File: config.mk
export PLATFORM = sky130hd
export DESIGN_NAME = trap_sequencer_flat
export DESIGN_NICKNAME = d
export VERILOG_FILES = /design/src/rtl/trap_sequencer_if.sv /design/src/rtl/trap_sequencer.sv /design/src/flat_wrapper.sv
export SDC_FILE = /design/constraint.sdc
export NUM_CORES = 1
export LEC_CHECK = 0
export BUFFER_PORTS_ARGS = -buffer_cell sky130_fd_sc_hd__buf_2
export CELL_PAD_IN_SITES_DETAIL_PLACEMENT = 0
export CELL_PAD_IN_SITES_GLOBAL_PLACEMENT = 2
export CORE_MARGIN = 4
export CORE_UTILIZATION = 21
export CTS_CLUSTER_SIZE = 40
export DETAILED_ROUTE_END_ITERATION = 7
export PLACE_DENSITY = 0.86
export SYNTH_ARGS = -nofsm -noshare
export SYNTH_HDL_FRONTEND = slang
export SYNTH_SLANG_ARGS = --single-unit
File: constraint.sdc
create_clock -name clk -period 4.1 [get_ports clk]
set_clock_uncertainty 0.15 [all_clocks]
set_input_delay 0.205 -clock clk [delete_from_list [all_inputs] [get_ports clk]]
set_output_delay 0.205 -clock clk [all_outputs]
set_load 0.01 [all_outputs]
File: src/rtl/trap_sequencer_if.sv
// trap_sequencer_if
// Groups every signal between the trap sequencer and its surroundings
// (execute stage, interrupt lines, CSR file, fetch control).
//   slave  : seen by trap_sequencer (requests/CSR state in, CSR port/control out)
//   master : seen by the core side driving requests and consuming the outputs
// state_dbg exposes the sequencer FSM state for checkers and debug.
// Handshake: a request (exc_valid/irq/is_mret) is taken only in the cycle it is
// presented while busy=0; there is no ready, and a request that is not taken is
// simply dropped, so the core must keep presenting it until it sees the trap.
interface trap_sequencer_if #(
    parameter int XLEN = 32
);
    logic            exc_valid;
    logic [3:0]      exc_cause;
    logic [XLEN-1:0] exc_pc;
    logic [XLEN-1:0] cur_pc;
    logic            irq_ext;
    logic            irq_tmr;
    logic            is_mret;
    logic [XLEN-1:0] mstatus_q;
    logic [XLEN-1:0] mie_q;
    logic [XLEN-1:0] mtvec_q;
    logic [XLEN-1:0] mepc_q;
    logic            core_csr_wr;
    logic [11:0]     core_csr_addr;
    logic [XLEN-1:0] core_csr_wdata;
    logic            csr_wr;
    logic [11:0]     csr_addr;
    logic [XLEN-1:0] csr_wdata;
    logic            stall;
    logic            flush;
    logic            redirect_valid;
    logic [XLEN-1:0] redirect_pc;
    logic            busy;
    logic [2:0]      state_dbg;

    modport slave (
        input  exc_valid, exc_cause, exc_pc, cur_pc, irq_ext, irq_tmr, is_mret,
               mstatus_q, mie_q, mtvec_q, mepc_q,
               core_csr_wr, core_csr_addr, core_csr_wdata,
        output csr_wr, csr_addr, csr_wdata, stall, flush,
               redirect_valid, redirect_pc, busy, state_dbg
    );

    modport master (
        output exc_valid, exc_cause, exc_pc, cur_pc, irq_ext, irq_tmr, is_mret,
               mstatus_q, mie_q, mtvec_q, mepc_q,
               core_csr_wr, core_csr_addr, core_csr_wdata,
        input  csr_wr, csr_addr, csr_wdata, stall, flush,
               redirect_valid, redirect_pc, busy, state_dbg
    );
endinterface

File: src/rtl/trap_sequencer.sv
// trap_sequencer
// Machine-mode trap entry / MRET return sequencer for the 3-stage pipeline.
// Picks one of exception > external irq > timer irq > MRET while idle, stalls
// the pipeline for DRAIN_CYCLES, writes mepc/mcause/mstatus (trap) or mstatus
// (MRET) one per cycle through the CSR write mux, then redirects fetch with a
// one-cycle flush.
// Ports:
//   clk, rst     : clock, asynchronous active-high reset
//   seq_if.slave : requests, CSR state, core CSR write in; muxed CSR write,
//                  stall/flush/redirect/busy and state_dbg out
// Optional build macro: TRAP_SEQ_VECTORED_EN enables vectored interrupt targets
// (mtvec mode 01 -> base + 4*cause).
module trap_sequencer #(
    parameter int XLEN         = 32,
    parameter int DRAIN_CYCLES = 1
) (
    input logic             clk,
    input logic             rst,
    trap_sequencer_if.slave seq_if
);
    typedef enum logic [2:0] {
        S_IDLE, S_DRAIN, S_W_MEPC, S_W_MCAUSE, S_W_STATUS, S_M_STATUS, S_REDIRECT
    } state_t;

    localparam logic [11:0] ADDR_MSTATUS = 12'h300;
    localparam logic [11:0] ADDR_MEPC    = 12'h341;
    localparam logic [11:0] ADDR_MCAUSE  = 12'h342;
    localparam logic [2:0]  DRAIN_LAST   = (DRAIN_CYCLES > 0) ? 3'(DRAIN_CYCLES - 1) : 3'd0;

    state_t          state_q, state_d;
    logic [2:0]      drain_cnt_q, drain_cnt_d;
    logic [XLEN-1:0] pc_q, pc_d;
    logic [XLEN-1:0] cause_q, cause_d;
    logic            mret_q, mret_d;
    logic            stall_q, flush_q, redirect_q;

    logic            int_ext, int_tmr, idle;
    logic [XLEN-1:0] mstatus_trap, mstatus_mret, trap_base, trap_target;
    logic            fsm_wr;
    logic [11:0]     fsm_addr;
    logic [XLEN-1:0] fsm_wdata;
    logic            unused_bits;

    assign int_ext = seq_if.irq_ext & seq_if.mie_q[11] & seq_if.mstatus_q[3];
    assign int_tmr = seq_if.irq_tmr & seq_if.mie_q[7] & seq_if.mstatus_q[3];
    assign idle    = (state_q == S_IDLE);

    always_comb begin
        state_d     = state_q;
        drain_cnt_d = drain_cnt_q;
        pc_d        = pc_q;
        cause_d     = cause_q;
        mret_d      = mret_q;
        case (state_q)
            S_IDLE: begin
                if (seq_if.exc_valid || int_ext || int_tmr || seq_if.is_mret) begin
                    drain_cnt_d = '0;
                    mret_d      = 1'b0;
                    if (seq_if.exc_valid) begin
                        pc_d          = seq_if.exc_pc;
                        cause_d       = '0;
                        cause_d[3:0]  = seq_if.exc_cause;
                    end else if (int_ext) begin
                        pc_d            = seq_if.cur_pc;
                        cause_d         = '0;
                        cause_d[XLEN-1] = 1'b1;
                        cause_d[3:0]    = 4'hB;
                    end else if (int_tmr) begin
                        pc_d            = seq_if.cur_pc;
                        cause_d         = '0;
                        cause_d[XLEN-1] = 1'b1;
                        cause_d[3:0]    = 4'h7;
                    end else begin
                        // MRET keeps pc/cause untouched; only the path flag changes.
                        mret_d = 1'b1;
                    end
                    if (DRAIN_CYCLES == 0) begin
                        state_d = mret_d ? S_M_STATUS : S_W_MEPC;
                    end else begin
                        state_d = S_DRAIN;
                    end
                end
            end
            S_DRAIN: begin
                if (drain_cnt_q == DRAIN_LAST) begin
                    drain_cnt_d = '0;
                    state_d     = mret_q ? S_M_STATUS : S_W_MEPC;
                end else begin
                    drain_cnt_d = drain_cnt_q + 3'd1;
                end
            end
            S_W_MEPC:   state_d = S_W_MCAUSE;
            S_W_MCAUSE: state_d = S_W_STATUS;
            S_W_STATUS: state_d = S_REDIRECT;
            S_M_STATUS: state_d = S_REDIRECT;
            S_REDIRECT: state_d = S_IDLE;
            default:    state_d = S_IDLE;
        endcase
    end

    // Control outputs are registered from the next state so they line up
    // exactly with state_q and drop to 0 the instant reset is asserted.
    always_ff @(posedge clk or posedge rst) begin
        if (rst) begin
            state_q     <= S_IDLE;
            drain_cnt_q <= '0;
            pc_q        <= '0;
            cause_q     <= '0;
            mret_q      <= 1'b0;
            stall_q     <= 1'b0;
            flush_q     <= 1'b0;
            redirect_q  <= 1'b0;
        end else begin
            state_q     <= state_d;
            drain_cnt_q <= drain_cnt_d;
            pc_q        <= pc_d;
            cause_q     <= cause_d;
            mret_q      <= mret_d;
            stall_q     <= (state_d != S_IDLE);
            flush_q     <= (state_d == S_REDIRECT);
            redirect_q  <= (state_d == S_REDIRECT);
        end
    end

    // mstatus images use the live mstatus_q so a core write landing in the
    // accept cycle is still honoured.
    always_comb begin
        mstatus_trap        = seq_if.mstatus_q;
        mstatus_trap[7]     = seq_if.mstatus_q[3];
        mstatus_trap[3]     = 1'b0;
        mstatus_trap[12:11] = 2'b11;
        mstatus_mret        = seq_if.mstatus_q;
        mstatus_mret[3]     = seq_if.mstatus_q[7];
        mstatus_mret[7]     = 1'b1;
        mstatus_mret[12:11] = 2'b11;
    end

    always_comb begin
        fsm_wr    = 1'b0;
        fsm_addr  = '0;
        fsm_wdata = '0;
        case (state_q)
            S_W_MEPC: begin
                fsm_wr    = 1'b1;
                fsm_addr  = ADDR_MEPC;
                fsm_wdata = {pc_q[XLEN-1:2], 2'b00};
            end
            S_W_MCAUSE: begin
                fsm_wr    = 1'b1;
                fsm_addr  = ADDR_MCAUSE;
                fsm_wdata = cause_q;
            end
            S_W_STATUS: begin
                fsm_wr    = 1'b1;
                fsm_addr  = ADDR_MSTATUS;
                fsm_wdata = mstatus_trap;
            end
            S_M_STATUS: begin
                fsm_wr    = 1'b1;
                fsm_addr  = ADDR_MSTATUS;
                fsm_wdata = mstatus_mret;
            end
            default: ;
        endcase
    end

    assign trap_base = {seq_if.mtvec_q[XLEN-1:2], 2'b00};
`ifdef TRAP_SEQ_VECTORED_EN
    // Only interrupts vector; exceptions always land on the base.
    assign trap_target = (cause_q[XLEN-1] && seq_if.mtvec_q[1:0] == 2'b01)
                       ? trap_base + {{(XLEN-6){1'b0}}, cause_q[3:0], 2'b00}
                       : trap_base;
`else
    assign trap_target = trap_base;
`endif

    // Idle: core CSR writes pass straight through (forced off during reset).
    assign seq_if.csr_wr    = idle ? (seq_if.core_csr_wr & ~rst) : fsm_wr;
    assign seq_if.csr_addr  = idle ? (rst ? 12'd0 : seq_if.core_csr_addr) : fsm_addr;
    assign seq_if.csr_wdata = idle ? (rst ? '0 : seq_if.core_csr_wdata) : fsm_wdata;

    assign seq_if.stall          = stall_q;
    assign seq_if.busy           = stall_q;
    assign seq_if.flush          = flush_q;
    assign seq_if.redirect_valid = redirect_q;
    assign seq_if.redirect_pc    = !redirect_q ? '0
                                 : mret_q ? {seq_if.mepc_q[XLEN-1:2], 2'b00}
                                 : trap_target;
    assign seq_if.state_dbg      = state_q;

    assign unused_bits = ^{pc_q[1:0], seq_if.mepc_q[1:0], seq_if.mtvec_q[1:0], seq_if.mie_q};
endmodule

File: src/flat_wrapper.sv
// flat-port wrapper written by rule: the top's interface ports become plain ports
module trap_sequencer_flat 
#(
    parameter int XLEN         = 32,
    parameter int DRAIN_CYCLES = 1
)
  (clk, rst, seq_if_exc_valid, seq_if_exc_cause, seq_if_exc_pc, seq_if_cur_pc, seq_if_irq_ext, seq_if_irq_tmr, seq_if_is_mret, seq_if_mstatus_q, seq_if_mie_q, seq_if_mtvec_q, seq_if_mepc_q, seq_if_core_csr_wr, seq_if_core_csr_addr, seq_if_core_csr_wdata, seq_if_csr_wr, seq_if_csr_addr, seq_if_csr_wdata, seq_if_stall, seq_if_flush, seq_if_redirect_valid, seq_if_redirect_pc, seq_if_busy, seq_if_state_dbg);
  trap_sequencer_if #(.XLEN(XLEN)) seq_if_i ();
  input logic clk;
  input logic rst;
  input wire logic [$bits(seq_if_i.exc_valid)-1:0] seq_if_exc_valid;
  input wire logic [$bits(seq_if_i.exc_cause)-1:0] seq_if_exc_cause;
  input wire logic [$bits(seq_if_i.exc_pc)-1:0] seq_if_exc_pc;
  input wire logic [$bits(seq_if_i.cur_pc)-1:0] seq_if_cur_pc;
  input wire logic [$bits(seq_if_i.irq_ext)-1:0] seq_if_irq_ext;
  input wire logic [$bits(seq_if_i.irq_tmr)-1:0] seq_if_irq_tmr;
  input wire logic [$bits(seq_if_i.is_mret)-1:0] seq_if_is_mret;
  input wire logic [$bits(seq_if_i.mstatus_q)-1:0] seq_if_mstatus_q;
  input wire logic [$bits(seq_if_i.mie_q)-1:0] seq_if_mie_q;
  input wire logic [$bits(seq_if_i.mtvec_q)-1:0] seq_if_mtvec_q;
  input wire logic [$bits(seq_if_i.mepc_q)-1:0] seq_if_mepc_q;
  input wire logic [$bits(seq_if_i.core_csr_wr)-1:0] seq_if_core_csr_wr;
  input wire logic [$bits(seq_if_i.core_csr_addr)-1:0] seq_if_core_csr_addr;
  input wire logic [$bits(seq_if_i.core_csr_wdata)-1:0] seq_if_core_csr_wdata;
  output wire logic [$bits(seq_if_i.csr_wr)-1:0] seq_if_csr_wr;
  output wire logic [$bits(seq_if_i.csr_addr)-1:0] seq_if_csr_addr;
  output wire logic [$bits(seq_if_i.csr_wdata)-1:0] seq_if_csr_wdata;
  output wire logic [$bits(seq_if_i.stall)-1:0] seq_if_stall;
  output wire logic [$bits(seq_if_i.flush)-1:0] seq_if_flush;
  output wire logic [$bits(seq_if_i.redirect_valid)-1:0] seq_if_redirect_valid;
  output wire logic [$bits(seq_if_i.redirect_pc)-1:0] seq_if_redirect_pc;
  output wire logic [$bits(seq_if_i.busy)-1:0] seq_if_busy;
  output wire logic [$bits(seq_if_i.state_dbg)-1:0] seq_if_state_dbg;
  assign seq_if_i.exc_valid = seq_if_exc_valid;
  assign seq_if_i.exc_cause = seq_if_exc_cause;
  assign seq_if_i.exc_pc = seq_if_exc_pc;
  assign seq_if_i.cur_pc = seq_if_cur_pc;
  assign seq_if_i.irq_ext = seq_if_irq_ext;
  assign seq_if_i.irq_tmr = seq_if_irq_tmr;
  assign seq_if_i.is_mret = seq_if_is_mret;
  assign seq_if_i.mstatus_q = seq_if_mstatus_q;
  assign seq_if_i.mie_q = seq_if_mie_q;
  assign seq_if_i.mtvec_q = seq_if_mtvec_q;
  assign seq_if_i.mepc_q = seq_if_mepc_q;
  assign seq_if_i.core_csr_wr = seq_if_core_csr_wr;
  assign seq_if_i.core_csr_addr = seq_if_core_csr_addr;
  assign seq_if_i.core_csr_wdata = seq_if_core_csr_wdata;
  assign seq_if_csr_wr = seq_if_i.csr_wr;
  assign seq_if_csr_addr = seq_if_i.csr_addr;
  assign seq_if_csr_wdata = seq_if_i.csr_wdata;
  assign seq_if_stall = seq_if_i.stall;
  assign seq_if_flush = seq_if_i.flush;
  assign seq_if_redirect_valid = seq_if_i.redirect_valid;
  assign seq_if_redirect_pc = seq_if_i.redirect_pc;
  assign seq_if_busy = seq_if_i.busy;
  assign seq_if_state_dbg = seq_if_i.state_dbg;
  trap_sequencer #(.XLEN(XLEN), .DRAIN_CYCLES(DRAIN_CYCLES)) u_core (.clk(clk), .rst(rst), .seq_if(seq_if_i));
endmodule
==> results of run 1 <==
==> final timing paths <==
check | end | slack (ns) | cells after the start
setup / recovery | seq_if_csr_wdata[28] | 1.25 | 5
hold / removal | u_core.pc_q[19]$_DFFE_PP0P_ | 0.006 | 3
setup reg to reg | u_core.cause_q[1]$_DFFE_PP0P_ | 1.71 | 4
hold reg to reg | u_core.cause_q[31]$_DFFE_PP0P_ | 0.35 | 2
max in group asynchronous | u_core.mret_q$_DFFE_PP0P_ | 3.07 | 2
min in group asynchronous | u_core.seq_if.state_dbg[2]$_DFF_PP0_ | 0.04 | 2
==> per-stage QoR <==
step | worst slack, ns | instance area (sq um)
after detailed placement | 1.506 | 5314
after global placement | 1.495 | 5314
after floorplan | 2.244 | 3735
final | 1.247 | 5540
after global routing | 1.072 | 5540
after CTS | 1.176 | 5540
==> repair_timing <==
item | in CTS | in global routing
hold endpoints to repair | 8 | 0
hold buffers | 8 | 0
buffers inserted | 0 | 0
==> layer usage <==
metal	vias to the layer above	share of wire
met1	1906	0.40
met2	199	0.49
met5	-	0.00044
met4	2	0.014
li1	2034	-
met3	15	0.091
==> synthesized netlist by cell type (3+ instances only) <==
library cell / number
a22o_1: 3
a32oi_1: 17
buf_6: 5
dfrtp_1: 44
nand3_1: 16
a221o_1: 29
o21ai_0: 18
buf_2: 10
a21o_1: 3
nand2_1: 10
o31ai_1: 16
nor2b_1: 33
a22oi_1: 3
and2_1: 12
a211o_1: 3
buf_4: 4
mux2i_1: 34
nand2b_1: 17
a2bb2oi_2: 16
clkbuf_1: 28
and2_0: 19
nor2_1: 8
inv_1: 7
o211ai_1: 16
==> sequential cells by signal, indices dropped and copies added (netlist names) <==
name                     flops
u_core.pc_q                 30
u_core.seq_if.busy           1
u_core.seq_if.flush          1
u_core.seq_if.state_dbg      3
u_core.drain_cnt_q           3
u_core.mret_q                1
u_core.cause_q               5
==> logic make-up (layout without fill, tap and decap cells) <==
family / after synthesis / after routing / synth area share
buffers and inverters: 54 / 319 / 0.07176
adder cells (fa/ha/maj): 2 / 2 / 0.006706
AO/OA/AOI/OAI: 134 / 134 / 0.3216
other: 1 / 2 / 0.001005
multiplexers: 35 / 35 / 0.09423
flip-flops: 44 / 44 / 0.2951
AND/OR/NAND/NOR: 128 / 128 / 0.2096
==> power by group through the flow <==
stage	logic, mW	registers (mW)	clock network (mW)
6_report	2.10	0.922	0.419
5_1_grt	2.31	0.963	0.458
4_1_cts	2.14	0.929	0.439
3_5_place_dp	2.13	0.938	0
3_3_place_gp	2.13	0.935	0
2_1_floorplan	1.54	0.762	0
==> worst max-delay path, cell delays in order (launching register included) <==
cell,delay [ns]
dfrtp_1,0.62
nand2b_1,0.37
nor2_2,0.51
buf_4,0.38
a221o_1,0.19
buf_2,0.13
==> layout make-up <==
type,instances,area share
repair buffers,304,0.2877
multi-input cells,301,0.4313
well taps,225,0.05081
clock buffers,5,0.02258
flip-flops and latches,44,0.1990
clock inverters,3,0.003839
inverters,7,0.004743
==> run_results.csv, run 1 <==
group,metric,value,unit
power,pwr_density_cell,620.7,mW/mm^2
timing,worstMarginPinSlew,1.041,ns
power,leakagePower,2.709,nW
layout,final_cell_mix,"buf_2 (288), dfrtp_1 (43), mux2i_1 (34)",
logic_synthesis,synth_area_leaders,"dfrtp_1 (30%), mux2i_1 (9.1%), a221o_1 (7.8%)",
layout,n_fill_cell,1906,
clock_network,tritoncts.num_buffers,5,
layout,nets,912,
place,finalWeightedCongestion,0.7378,
timing,finalHoldViolCount,0,
setup_path,cp-end-kind,"output port",
place,place_hpwl,12080,um
layout,drive_gt1_frac,0.5000,
logic_synthesis,synth.yosys.seq_area_share,0.2951,
global_route,grt_use_met2,0.2741,
power,p_int,1.899,mW
clock_network,clock_latency,0.29,ns
setup_path,arrival,2.50,ns
setup_path,cp-startpoint,"u_core.seq_if.state_dbg[2]$_DFF_PP0_",
timing,setup-tns-final,0,ns
global_route,grt-ovfl-total,0,
power,vdd_ir_drop_max,0.0002198,V
worst_hold_path,hp-start,"seq_if_exc_pc[19]",
logic_synthesis,synth_top_cell_area_share,0.2951,
timing,drv_slew,0,
logic_synthesis,synth_area_leader_cell,"dfrtp_1",
global_route,busiest_layer,"met2",
power,finalPower,3.439,mW
clock_network,cts_resized,0,
logic_synthesis,synth_area_per_cell,9.375,sq um
floorplan,die_x,141.3,um
drt,drt_iter0_drc,138,
logic_synthesis,syn_area,0.003731,sq mm
logic_synthesis,ys_types,47,
drt,ant_nets,0,
clock_network,clockBufferDepth,2,
global_route,grt_pass1_wl,23660,um
power,swShare,0.4479,
timing,fin_crit_sh,0.6959,
floorplan,start_util,0.2150,
layout,n_antenna_cell,0,
logic_synthesis,async_flop_share,1.000,
global_route,met3_usage,0.03876,
timing,slew_headroom,0.3051,
floorplan,die_h,141.3,um
worst_hold_path,worstHoldPathType,"primary input to register",
clock_network,cts_tree,"done",
clock_network,cts.sinks,44,
clock_network,cts.htree.levels,2,
layout,layout.area.seq,0.001102,sq mm
timing,period_minus_slack,2.853,ns
drt,dr.pass1.iters,4,
clock_network,clk_pin_slew,0.07,ns
logic_synthesis,synth_edf_count,0,
run_status,status,"finished, final reports clean",
setup_path,crit_type,"register to output port",
global_route,use_met1,0.1770,
layout,multiInputGateArea,0.002390,sq mm
floorplan,ios,331,
drt,wirelength,15750,um
global_route,globalRouteTotalUtil,0.1500,
drt,route.detailed.wl_per_inst,17.72,um
power,power_frac_seq,0.268,
setup_path,start_kind,"register",
logic_synthesis,ys_ff_latch,44,
layout,final_common_cell,"buf_2",
layout,post-route-util,0.3192,
place,place_inst,873,
layout,stdcell_count,889,
clock_network,cts-root-buf,"clkbuf_16",
timing,rsz0062_at_grt,"no",
drt,viasPerCell,4.675,
drt,drcViolationCount,0,
logic_synthesis,syn_inst,398,
logic_synthesis,yosys_warnings,0,
global_route,grt_max_degree,45,
setup_path,timing.rr.start,"u_core.seq_if.state_dbg[2]$_DFF_PP0_",
power,comb_power_share,0.610,
setup_path,crit_path_max_fanout,17,
power,net-switching-power,1.540,mW
global_route,grt_pass1_vias,4219,
place,portBuffers,288,
timing,max_freq,350.5,MHz
logic_synthesis,synth-main-ff-cell,"dfrtp_1",
setup_path,crit_required,3.74,ns
floorplan,fp-row-count,48,
timing,whs,0.005765,ns
power,clockPowerShare,0.122,
flow_run,maxCapViolCount,0,
floorplan,fp.dieArea,0.01996,sq mm
global_route,antenna_found_initial,1,
layout,area_delta_synth_final,48.49,%
floorplan,core,0.01736,sq mm
timing,setup_violations,0,
drt,via_count,4156,
(Power assumes the default switching activity.)
==> run 2, diff against run 1 <==
--- a/config.mk
+++ b/config.mk
@@ -9,10 +9,10 @@
 export CELL_PAD_IN_SITES_DETAIL_PLACEMENT = 0
 export CELL_PAD_IN_SITES_GLOBAL_PLACEMENT = 2
 export CORE_MARGIN = 4
-export CORE_UTILIZATION = 21
+export CORE_UTILIZATION = 19
 export CTS_CLUSTER_SIZE = 40
 export DETAILED_ROUTE_END_ITERATION = 7
-export PLACE_DENSITY = 0.86
+export PLACE_DENSITY = 0.79
 export SYNTH_ARGS = -nofsm -noshare
 export SYNTH_HDL_FRONTEND = slang
 export SYNTH_SLANG_ARGS = --single-unit
==> constraint.sdc (replaced) <==
create_clock -name clk -period 2.71 [get_ports clk]
set_clock_uncertainty 0.15 [all_clocks]
set_input_delay 0.1355 -clock clk [delete_from_list [all_inputs] [get_ports clk]]
set_output_delay 0.1355 -clock clk [all_outputs]
set_load 0.01 [all_outputs]
==> run_results.csv, run 2 (synthesis results as in run 1) <==
group,metric,value,unit
clock_network,clockBufferDepth,2,
run_status,status,"finished, final reports clean",
place,place_hpwl,12680,um
drt,drcViolationCount,0,
place,finalWeightedCongestion,0.7767,
timing,worstMarginPinSlew,0.7567,ns
layout,top_regs,"u_core.pc_q (30), u_core.cause_q (5)",
drt,drt_iter0_drc,128,
timing,period_minus_slack,2.404,ns
floorplan,start_util,0.1962,
global_route,grt_max_degree,43,
floorplan,core,0.01902,sq mm
layout,n_antenna_cell,0,
timing,setup_violations,0,
global_route,grt_pass1_vias,4559,
power,finalPower,5.550,mW
layout,post-route-util,0.3145,
clock_network,cts_tree,"done",
floorplan,ios,331,
setup_path,critPathMaxStageDelay,0.56,ns
drt,dr.pass1.iters,4,
setup_path,arrival,2.42,ns
clock_network,clock_latency,0.29,ns
timing,max_freq,416.0,MHz
timing,fin_crit_sh,0.8870,
layout,largest_register_ffs,30,
drt,route.detailed.wl_per_inst,16.97,um
layout,final_common_cell,"buf_2",
timing,finalHoldViolCount,0,
flow_run,maxCapViolCount,0,
setup_path,crit_path_max_fanout,11,
setup_path,cp-end-kind,"register",
drt,viasPerCell,4.534,
setup_path,critPathTopFamily,"buffers and inverters",
timing,fin_ws,0.3062,ns
power,vdd_ir_drop_max,0.0002814,V
timing,drv_slew,0,
floorplan,die_x,148.1,um
global_route,grt_pass1_wl,24830,um
clock_network,cts-root-buf,"clkbuf_16",
floorplan,die_h,148.1,um
drt,wirelength,16400,um
setup_path,crit_type,"register to register",
clock_network,cts.htree.levels,2,
drt,ant_nets,0,
clock_network,cts.sinks,44,
layout,top_register,"u_core.pc_q",
global_route,antenna_found_initial,1,
layout,drive_gt1_frac,0.4915,
setup_path,path_cells,"or3_4 -> buf_4 -> o21ai_0 -> o211ai_1 -> dlygate4sd3_1",
floorplan,fp.dieArea,0.02194,sq mm
place,place_ws,0.5191,ns
layout,design_area,0.005982,sq mm
global_route,globalRouteTotalUtil,0.1413,
power,leakagePower,2.895,nW
place,placed_area,0.005490,sq mm
setup_path,crit_required,2.73,ns
worst_hold_path,worstHoldPathType,"primary input to register",
drt,via_count,4380,
clock_network,post-cts-setup-buffers,0,
floorplan,fp-row-count,50,
timing,setup-tns-final,0,ns
setup_path,crit_slowest_cell,"dlygate4sd3_1",
place,portBuffers,288,
global_route,grt-ovfl-total,0,
timing,rsz0062_at_grt,"no",
clock_network,tritoncts.num_buffers,5,
layout,nets,954,
layout,final_cell_mix,"buf_2 (288), dfrtp_1 (43), mux2i_1 (34), dlygate4sd3_1 (34), nor2b_1 (32)",
layout,n_fill_cell,2099,
setup_path,start_kind,"register",
setup_path,crit_buf_inv,2,
power,pwr_density_cell,927.9,mW/mm^2
timing,slew_headroom,0.4956,
clock_network,clk_pin_slew,0.06,ns
layout,area_delta_synth_final,60.33,%
## run 2: where the power goes
group	switching (mW)	total (mW)	internal (mW)	leakage [nW]
clock	0.254	0.623	0.368	0.0712
sequential	0.375	1.34	0.962	0.500
combinational	1.73	3.59	1.87	2.32
## run 2: area by class of cell
| class | count | area [sq um] | share of cell area |
|---|---|---|---|
| multi-input combinational | 301 | 2395 | 0.4003 |
| timing repair buffer | 346 | 1987 | 0.3321 |
| clock buffer | 8 | 146.4 | 0.02447 |
| inverter | 7 | 26.28 | 0.004392 |
| sequential | 44 | 1102 | 0.1843 |
| tap | 260 | 325.3 | 0.05438 |
## run 2: path summary, 6_finish.rpt
| path | from | end | slack, ns | cells past startpoint |
|---|---|---|---|---|
| worst max-delay path | u_core.seq_if.state_dbg[1]$_DFF_PP0_ | u_core.pc_q[14]$_DFFE_PP0P_ | 0.31 | 5 |
| worst min-delay path | seq_if_cur_pc[7] | u_core.pc_q[7]$_DFFE_PP0P_ | 0.009 | 3 |
| worst max register to register | u_core.seq_if.state_dbg[1]$_DFF_PP0_ | u_core.pc_q[14]$_DFFE_PP0P_ | 0.31 | 5 |
| worst min register to register | u_core.cause_q[31]$_DFFE_PP0P_ | u_core.cause_q[31]$_DFFE_PP0P_ | 0.34 | 2 |
| max in group asynchronous | rst | u_core.pc_q[3]$_DFFE_PP0P_ | 1.41 | 4 |
| min in group asynchronous | rst | u_core.seq_if.state_dbg[2]$_DFF_PP0_ | 0.39 | 3 |
## run 2: what timing repair did
| action | CTS | global route |
|---|---|---|
| setup endpoints to repair | 0 | 1 |
| resized for setup | 0 | 1 |
| hold buffers | 34 | 0 |
| hold endpoints to repair | 42 | 0 |
## run 2: worst min-delay path: cells and delay by family
kind / cells / cell delay (ns)
AO/OA/AOI/OAI: 2 / 0.19
buffers and inverters: 1 / 0.08
## run 2: metrics by stage
stage / hold WS, ns / instances
2_1_floorplan: 0.1115 / 399
3_3_place_gp: 0.1300 / 924
3_5_place_dp: 0.1350 / 924
4_1_cts: 0.0001874 / 966
5_1_grt: 0.009717 / 966
6_report: 0.008601 / 966
## run 2: metal layers
layer  vias up  GRT usage  share of wire
met4         2    0.02771          0.013
met5         -          0        0.00043
met3        15    0.03260          0.079
li1       2121          -              -
met1      2043     0.1664           0.41
met2       199     0.2626           0.50
==> run 3, diff against run 2 <==
--- a/config.mk
+++ b/config.mk
@@ -8,7 +8,7 @@
 export BUFFER_PORTS_ARGS = -buffer_cell sky130_fd_sc_hd__buf_2
 export CELL_PAD_IN_SITES_DETAIL_PLACEMENT = 0
 export CELL_PAD_IN_SITES_GLOBAL_PLACEMENT = 2
-export CORE_MARGIN = 4
+export CORE_MARGIN = 5
 export CORE_UTILIZATION = 19
 export CTS_CLUSTER_SIZE = 40
 export DETAILED_ROUTE_END_ITERATION = 7
==> run_results.csv, run 3 (synthesis results as in run 1) <==
group,metric,value,unit
flow_run,maxCapViolCount,0,
layout,nets,952,
timing,drv_slew,0,
timing,slew_headroom,0.4290,
timing,rsz0062_at_grt,"no",
clock_network,clk_pin_slew,0.07,ns
power,vdd_ir_drop_max,0.0003020,V
floorplan,die_h,150.1,um
floorplan,start_util,0.1923,
drt,drcViolationCount,0,
layout,drive_gt1_frac,0.4901,
layout,largest_register_ffs,30,
global_route,grt-ovfl-total,0,
layout,layout.area.seq,0.001102,sq mm
timing,finalHoldViolCount,0,
global_route,met3_usage,0.03341,
floorplan,fp-row-count,51,
worst_hold_path,worstHoldPathType,"primary input to register",
layout,area_delta_synth_final,59.62,%
timing,setup_violations,0,
setup_path,crit_required,2.78,ns
timing,fin_crit_sh,0.9113,
global_route,busiest_layer,"met2",
drt,viasPerCell,4.531,
setup_path,crit_type,"register to register",
clock_network,tritoncts.num_buffers,5,
setup_path,arrival,2.54,ns
timing,setup-tns-final,0,ns
drt,wirelength,16790,um
place,portBuffers,288,
setup_path,start_kind,"register",
place,place_inst,924,
drt,ant_nets,0,
global_route,grt_max_degree,38,
floorplan,die_x,150.1,um
global_route,grt_pass1_vias,4429,
global_route,grt_use_met2,0.2629,
setup_path,crit_path_max_fanout,14,
setup_path,cp-end-kind,"register",
timing,worstMarginPinSlew,0.8555,ns
place,place_ws,0.4959,ns
drt,via_count,4391,
floorplan,core,0.01940,sq mm
clock_network,cts-root-buf,"clkbuf_16",
layout,final_cell_mix,"buf_2 (288), dfrtp_1 (43), dlygate4sd3_1 (37)",
drt,drt_iter0_drc,108,
layout,top_register,"u_core.pc_q",
global_route,use_met1,0.1626,
layout,top_regs,"u_core.pc_q (30), u_core.cause_q (5)",
layout,final_common_cell,"buf_2",
drt,dr.pass1.iters,4,
clock_network,cts.sinks,44,
floorplan,fp.dieArea,0.02254,sq mm
timing,period_minus_slack,2.470,ns
global_route,globalRouteTotalUtil,0.1399,
place,finalWeightedCongestion,0.7176,
floorplan,ios,331,
layout,design_area,0.005956,sq mm
global_route,antenna_found_initial,1,
power,leakagePower,2.878,nW
place,placed_area,0.005436,sq mm
global_route,grt_pass1_wl,24640,um
power,pwr_density_cell,924.9,mW/mm^2
clock_network,clock_latency,0.29,ns
run_status,status,"finished, final reports clean",
timing,max_freq,404.9,MHz
clock_network,clockBufferDepth,2,
layout,n_antenna_cell,0,
layout,n_fill_cell,2156,
timing,fin_ws,0.2403,ns
layout,stdcell_count,969,
drt,route.detailed.wl_per_inst,17.32,um
layout,multiInputGateArea,0.002397,sq mm
clock_network,cts.htree.levels,2,
clock_network,cts_tree,"done",
place,place_hpwl,13030,um
==> run 3: cell count changes in the layout (fill, tap and decap cells not counted), moves of 2 or more <==
| cell | delta |
|---|---|
| buf_12 | -2 |
| buf_4 | -3 |
| clkbuf_1 | -2 |
| clkinv_2 | +2 |
| dlygate4sd3_1 | +3 |
==> run 3: cell type report <==
type	instances	area share
Multi-Input combinational cell	301	0.4025
Timing Repair Buffer	344	0.3282
Sequential cell	44	0.1851
Tap cell	265	0.05567
Clock buffer	5	0.02101
Inverter	7	0.004412
Clock inverter	3	0.003151
==> run 3: critical path: stages, from the launching register on <==
cell	delay, ns
dfrtp_1	0.56
buf_4	0.29
nor3_4	0.31
o21ai_1	0.11
buf_4	0.21
o211ai_1	0.18
dlygate4sd3_1	0.57
==> run 3: where the power goes <==
| part | switching (mW) | internal (mW) | leakage [nW] |
|---|---|---|---|
| Clock | 0.279 | 0.341 | 0.0736 |
| Sequential | 0.343 | 0.962 | 0.500 |
| Combinational | 1.78 | 1.81 | 2.30 |
==> run 3: path summary, 6_finish.rpt <==
kind	from	cells past startpoint	slack, ns	endpoint
setup / recovery	u_core.seq_if.state_dbg[0]$_DFF_PP0_	6	0.24	u_core.pc_q[24]$_DFFE_PP0P_
hold / removal	seq_if_cur_pc[7]	3	0.01	u_core.pc_q[7]$_DFFE_PP0P_
setup reg to reg	u_core.seq_if.state_dbg[0]$_DFF_PP0_	6	0.24	u_core.pc_q[24]$_DFFE_PP0P_
hold reg to reg	u_core.cause_q[31]$_DFFE_PP0P_	2	0.35	u_core.cause_q[31]$_DFFE_PP0P_
max in group asynchronous	rst	4	1.53	u_core.pc_q[12]$_DFFE_PP0P_
min in group asynchronous	rst	3	0.30	u_core.seq_if.state_dbg[0]$_DFF_PP0_
==> run 3: repair_timing <==
item                       4_1_cts  5_1_grt
hold buffers                    37        0
hold endpoints to repair        40        0
setup endpoints to repair        0        3
gates resized for setup          0        1
setup buffers                    0        0
==> run 3: metal layers <==
| layer | part of all wire | wire length [um] |
|---|---|---|
| met3 | 0.084 | 1414 |
| met5 | 0.00042 | 7 |
| met4 | 0.0082 | 137 |
| met2 | 0.51 | 8510 |
| met1 | 0.40 | 6717 |
==> run 3: per-stage QoR <==
step	power [mW]	hold WS [ns]	util
6_report	5.508	0.01084	0.3070
5_1_grt	5.925	0.005413	0.3070
4_1_cts	5.597	0.001527	0.3068
3_5_place_dp	4.732	0.05130	0.2803
3_3_place_gp	4.712	0.05203	0.2803
2_1_floorplan	3.480	0.1115	-
